<file path="config.mk">
export PLATFORM = sky130hd
export DESIGN_NAME = imem_port_arbiter
export DESIGN_NICKNAME = d
export VERILOG_FILES = /design/src/rtl/imem_port_arbiter.sv
export SDC_FILE = /design/constraint.sdc
export NUM_CORES = 1
export LEC_CHECK = 0
export CAP_MARGIN = 10
export CORE_ASPECT_RATIO = 1.5
export CORE_MARGIN = 1.5
export CORE_UTILIZATION = 45
export CTS_CLUSTER_DIAMETER = 40
export DETAILED_ROUTE_END_ITERATION = 10
export GPL_ROUTABILITY_DRIVEN = 0
export MAX_ROUTING_LAYER = met4
export PLACE_DENSITY_LB_ADDON = 0.08
export SYNTH_ARGS = -nofsm -noshare
export SYNTH_HDL_FRONTEND = slang
export SYNTH_SLANG_ARGS = --single-unit
</file>
<file path="constraint.sdc">
create_clock -name clk -period 7.9 [get_ports clk]
set_input_delay 1.185 -clock clk [delete_from_list [all_inputs] [get_ports clk]]
set_output_delay 1.185 -clock clk [all_outputs]
set_load 0.005 [all_outputs]
</file>
<file path="src/rtl/imem_port_arbiter.sv">
// -----------------------------------------------------------------------------
// imem_port_arbiter
//
// Shares one single-port, variable-latency memory between the fetch stage
// (read-only) and the data/MEM stage (read/write). A request seen in IDLE is
// latched into the memory-side registers. The memory handshake then runs until
// mem_ack arrives or the busy-cycle timeout expires. Completion (ack or err)
// is reported only to the stage that owns the memory.
//
// Arbitration: data wins a collision so that MEM-stage traffic drains first.
// After MAX_D_STREAK consecutive data grants taken while fetch was waiting,
// fetch is forced through so the front end cannot starve.
//
// Ports
//   clk, rst             rising-edge clock, asynchronous active-high reset
//   if_req/if_addr       fetch read request (held until if_ack or if_err)
//   if_ack/if_rdata      fetch completion pulse and read data
//   if_err               fetch timeout pulse
//   if_stall             fetch must wait this cycle (if_req & ~if_ack)
//   d_req/d_we/d_addr/d_wdata  data request (held until d_ack or d_err)
//   d_ack/d_rdata        data completion pulse and read data
//   d_err                data timeout pulse
//   mem_req/mem_we/mem_addr/mem_wdata  registered memory request
//   mem_rdata/mem_ack    memory read data and one-cycle completion pulse
// -----------------------------------------------------------------------------
module imem_port_arbiter #(
  parameter int WIDTH        = 32,
  parameter int ADDR_W       = 30,
  parameter int MAX_D_STREAK = 3,
  parameter int TIMEOUT      = 255
) (
  input  logic              clk,
  input  logic              rst,
  // fetch port
  input  logic              if_req,
  input  logic [ADDR_W-1:0] if_addr,
  output logic              if_ack,
  output logic [WIDTH-1:0]  if_rdata,
  output logic              if_err,
  output logic              if_stall,
  // data port
  input  logic              d_req,
  input  logic              d_we,
  input  logic [ADDR_W-1:0] d_addr,
  input  logic [WIDTH-1:0]  d_wdata,
  output logic              d_ack,
  output logic [WIDTH-1:0]  d_rdata,
  output logic              d_err,
  // memory port
  output logic              mem_req,
  output logic              mem_we,
  output logic [ADDR_W-1:0] mem_addr,
  output logic [WIDTH-1:0]  mem_wdata,
  input  logic [WIDTH-1:0]  mem_rdata,
  input  logic              mem_ack
);

  localparam int SW = (MAX_D_STREAK < 1) ? 1 : $clog2(MAX_D_STREAK + 1);
  localparam int TW = (TIMEOUT < 1) ? 1 : $clog2(TIMEOUT + 1);
  localparam logic [SW-1:0] STREAK_MAX = SW'(MAX_D_STREAK);
  localparam logic [TW-1:0] TMO_MAX    = TW'(TIMEOUT);

  typedef enum logic [1:0] {
    IDLE    = 2'd0,
    BUSY_IF = 2'd1,
    BUSY_D  = 2'd2
  } state_t;

  state_t            state_reg, state_next;
  logic [SW-1:0]     streak_reg, streak_next;
  logic [TW-1:0]     tmo_reg, tmo_next;
  logic              mem_we_reg, mem_we_next;
  logic [ADDR_W-1:0] mem_addr_reg, mem_addr_next;
  logic [WIDTH-1:0]  mem_wdata_reg, mem_wdata_next;
  logic [WIDTH-1:0]  if_rdata_reg, if_rdata_next;
  logic [WIDTH-1:0]  d_rdata_reg, d_rdata_next;
  logic              fetch_forced;

  // Fetch has waited through the full data streak and must win this grant.
  assign fetch_forced = if_req && (streak_reg == STREAK_MAX);

  always_comb begin
    state_next     = state_reg;
    streak_next    = streak_reg;
    tmo_next       = tmo_reg;
    mem_we_next    = mem_we_reg;
    mem_addr_next  = mem_addr_reg;
    mem_wdata_next = mem_wdata_reg;
    if_rdata_next  = if_rdata_reg;
    d_rdata_next   = d_rdata_reg;
    if_ack         = 1'b0;
    d_ack          = 1'b0;
    if_err         = 1'b0;
    d_err          = 1'b0;

    case (state_reg)
      IDLE: begin
        // mem_ack here belongs to no one (e.g. a leftover after reset).
        if (d_req && !fetch_forced) begin
          state_next     = BUSY_D;
          tmo_next       = '0;
          mem_we_next    = d_we;
          mem_addr_next  = d_addr;
          mem_wdata_next = d_wdata;
          // Only grants that made fetch wait count toward its starvation.
          if (if_req && (streak_reg != STREAK_MAX)) begin
            streak_next = streak_reg + SW'(1);
          end
        end else if (if_req) begin
          state_next    = BUSY_IF;
          tmo_next      = '0;
          mem_we_next   = 1'b0;
          mem_addr_next = if_addr;
          streak_next   = '0;
        end
      end

      BUSY_IF: begin
        // An ack on the timeout cycle still completes the transaction.
        if (mem_ack) begin
          if_ack        = 1'b1;
          if_rdata_next = mem_rdata;
          state_next    = IDLE;
        end else if (tmo_reg == TMO_MAX) begin
          if_err     = 1'b1;
          state_next = IDLE;
        end else begin
          tmo_next = tmo_reg + TW'(1);
        end
      end

      BUSY_D: begin
        if (mem_ack) begin
          d_ack        = 1'b1;
          d_rdata_next = mem_rdata;
          state_next   = IDLE;
        end else if (tmo_reg == TMO_MAX) begin
          d_err      = 1'b1;
          state_next = IDLE;
        end else begin
          tmo_next = tmo_reg + TW'(1);
        end
      end

      default: begin
        state_next = IDLE;
      end
    endcase
  end

  always_ff @(posedge clk or posedge rst) begin
    if (rst) begin
      state_reg     <= IDLE;
      streak_reg    <= '0;
      tmo_reg       <= '0;
      mem_we_reg    <= 1'b0;
      mem_addr_reg  <= '0;
      mem_wdata_reg <= '0;
      if_rdata_reg  <= '0;
      d_rdata_reg   <= '0;
    end else begin
      state_reg     <= state_next;
      streak_reg    <= streak_next;
      tmo_reg       <= tmo_next;
      mem_we_reg    <= mem_we_next;
      mem_addr_reg  <= mem_addr_next;
      mem_wdata_reg <= mem_wdata_next;
      if_rdata_reg  <= if_rdata_next;
      d_rdata_reg   <= d_rdata_next;
    end
  end

  // mem_req comes straight from the state register, so it is glitch-free and
  // rises the cycle after the request is first seen.
  assign mem_req   = (state_reg != IDLE);
  assign mem_we    = mem_we_reg;
  assign mem_addr  = mem_addr_reg;
  assign mem_wdata = mem_wdata_reg;

  // Read data passes through on the ack cycle and is held afterwards.
  assign if_rdata = if_ack ? mem_rdata : if_rdata_reg;
  assign d_rdata  = d_ack  ? mem_rdata : d_rdata_reg;

  assign if_stall = if_req && !if_ack;

endmodule

</file>
==> summary.md <==
| Metric | Value |
|---|---|
| Normalized max-slew margin | approximately 37% |
| CTS resizes | 0 |
| Antenna-violating nets left | 0 |
| Most frequent cells in the layout | clkdlybuf4s50_1, dfrtp_1, mux2_2 |
| Arr. time, crit path | slightly above 3 ns |
| Final Hold Slack | between 0.4 and 0.5 ns |
| Syn_nets | between 500 and 600 |
| Clock skew | roughly 0.008 ns |
| Worst reg-to-reg setup slack | roughly 5.7 ns |
| RR Endpoint | tmo_reg[7] |
| Setup crit start kind | input pin |
| Row cnt | 50 |
| Net Sw Frac | around 28% |
| Clock root buffer master | clkbuf_16 |
| Ys Warns | 0 |
| Final setup viols | 0 |
| RSZ-0062 raised after global routing | false |
| Hold path startpoint | mem_addr[16] |
| Placeable Area | 12400 um2 |
| Clk slew on worst S/H paths | roughly 0.050 ns |
| Die W | 95.2 um |
| DRT iter0 DRCs | approximately 170 |
| Logic pwr share | a little over two fifths |
| Synth top area cells | dfrtp_1, mux2_2, mux2_1, mux2i_1, o21ai_1 |
| Commonest non-fill, non-tap cell in the layout | clkdlybuf4s50_1 |
| Sequential cell area | ~3500 um2 |
| Clk pwr share | a little under a quarter |
| Initial core utilization | ~46% |
| Tcrit/Tclk final | 53.9% |
| Sequential share of the synthesized area | between 60% and 70% |
| Worst Hold Path EP | mem_addr[16] |
| Top cell type's share of synthesized area | around three fifths |
| Final worst path period need | ~4.3 ns |
| Reg2Reg Depth | 6 |
| DIE AREA | between 10000 and 15000 um2 |
| Worst Tran Pin Value | about 0.95 ns |
| CTS tree | built |
| Synth cell types | 38 |
| Syn_area_per_cell | approximately 13 um2 |
| H-tree levels | 4 |
| Fin util | around 74% |
| Sink Count | 139 |
| Clock Tree Buf Depth | 2 |
| Pin count of the biggest net entering global routing | 77 |
| Count of state elements after synthesis | ~140 |
| Initial antenna violation count | 0 |
| TritonRoute pass-1 iters | 4 |
| Die span in y | roughly 140 um |
| Start of the worst register-to-register path | state_reg[0] |
| Gate Count Post-Synth | between 400 and 500 |
| Routed wire length per instance | ~17 um |
| Detailed Route WL | roughly 15000 um |
| I/O Buffers | roughly 260 |
| Outcome | completed |
| Post-CTS Setup Inserts | 0 |
| Cell Area, Synth | 5740 um2 |
| Final #Nets | slightly above 800 |
| Fillcell total | approximately 890 |
| Final hold vios | 0 |
| Psw | 1000 uW |
| GRT Total Usage | 23.6% |
| P&R area growth vs syn | 59.4% |
| Later-pin clock latency in the skew report | 0.42 ns |
| Fmax | ~230 MHz |
| Area leader, netlist | dfrtp_1 |
| Crit Path Max Fanout | 33 |
| Hold bufs inserted after CTS | 0 |
| Residual DRC | 0 |
| Vias | ~4300 |
| PD cells | just under 400 nW/um2 |
| Crit. End Element | output port |
| # IOs | between 200 and 300 |
| Setup TNS | 0 ns |
| Max_cap viols | 0 |
| Number of global-route vias before repair | ~4800 |
| Worst EP required | 6.71 ns |
| Multi-input gate area in the final layout | between 2000 and 2500 um2 |
| Post-DP HPWL | roughly 11000 um |
| Count of pins over their slew limit | 0 |
| Power share of the sequential group | between 30% and 40% |
| Hold path depth | 2 |
| Static Leak | 0.00394 uW |
| Share of post-route cells with drive strength above 1 | approximately 16% |
| Number of diodes | 0 |
| Grt total ovfl | 0 |
| First-pass GRT wire length | 23300 um |
| VDD IR-drop max | about 0.00022 V |
| CTS buffer count | 17 |
| Pint | approximately 2500 uW |
| CP Class | in -> out |
| Drt via density | around 5.0 |
| Worst min-delay path class | reg -> reg |
[per-layer routing]
metal	share of wire, %	vias to the layer above	track usage (%)
li1	-	2037	-
met1	35	2107	24.5
met2	56	174	41.3
met3	6.3	30	7.23
met4	2.8	0	8.64
met5	0	-	-
[final cells by class]
class	instances	share of cell area, %
flip-flops and latches	139	38.0
inverters	9	0.424
repair buffers	268	29.1
clock buffers	21	5.03
multi-input cells	259	23.4
clock inverters	11	1.82
well taps	156	2.13
[cell usage after synthesis (all sizes together)]
library cell	instances
a211o	2
a21oi	3
a22o	2
a32o	1
and2	4
and3	2
and4	1
buf	13
clkbuf	8
dfrtp	139
ha	5
inv	9
mux2	96
mux2i	30
nand2	45
nand2b	4
nand3	3
nand3b	1
nand4	2
nor2	2
nor2b	1
nor3	1
nor4	3
o211a	1
o21ai	42
o221ai	1
o311ai	2
o32ai	1
or2	4
[worst max-delay path by stage]
stage | end | slack (ns) | from | depth (start not counted)
final | d_rdata[12] | 3.64 | mem_ack | 5
after global routing | d_rdata[17] | 3.56 | mem_ack | 5
after CTS | d_rdata[17] | 3.63 | mem_ack | 5
after detailed placement | d_rdata[17] | 3.63 | mem_ack | 5
after global placement | if_rdata[10] | 3.66 | mem_ack | 5
after floorplan | d_rdata_reg[0] | 2.99 | rst | 1
[stage by stage]
step           setup slack, ns  area, um2  power [uW]  std cells
6_report                  3.64       9150        3540        863
5_1_grt                   3.56       9150        3750        863
3_5_place_dp              3.63       8530        2720        831
3_3_place_gp              3.66       8530        2660        831
2_1_floorplan             2.99       5740        1780        428
4_1_cts                   3.63       9150        3580        863
[critical path: stages]
cell and delay, ns:
clkdlybuf4s50_1 0.48, nand2_1 0.10, buf_4 0.41, mux2_2 0.40, clkdlybuf4s50_1 0.48
[power groups by stage]
stage / combinational (uW) / clock, uW / sequential (uW)
6_report: 1510 / 837 / 1190
5_1_grt: 1630 / 884 / 1230
4_1_cts: 1530 / 853 / 1190
3_5_place_dp: 1520 / 0 / 1200
3_3_place_gp: 1490 / 0 / 1180
2_1_floorplan: 594 / 0 / 1190
[cells by family after synthesis]
| kind of cell | count (synthesis) | synth area share, % |
|---|---|---|
| flops | 139 | 60.6 |
| compound gates | 55 | 5.95 |
| buf+inv | 30 | 2.27 |
| mux | 126 | 24.1 |
| fa+ha+maj | 5 | 1.09 |
| simple gates | 73 | 6.08 |
No activity file was read; power rests on OpenSTA's default activity.
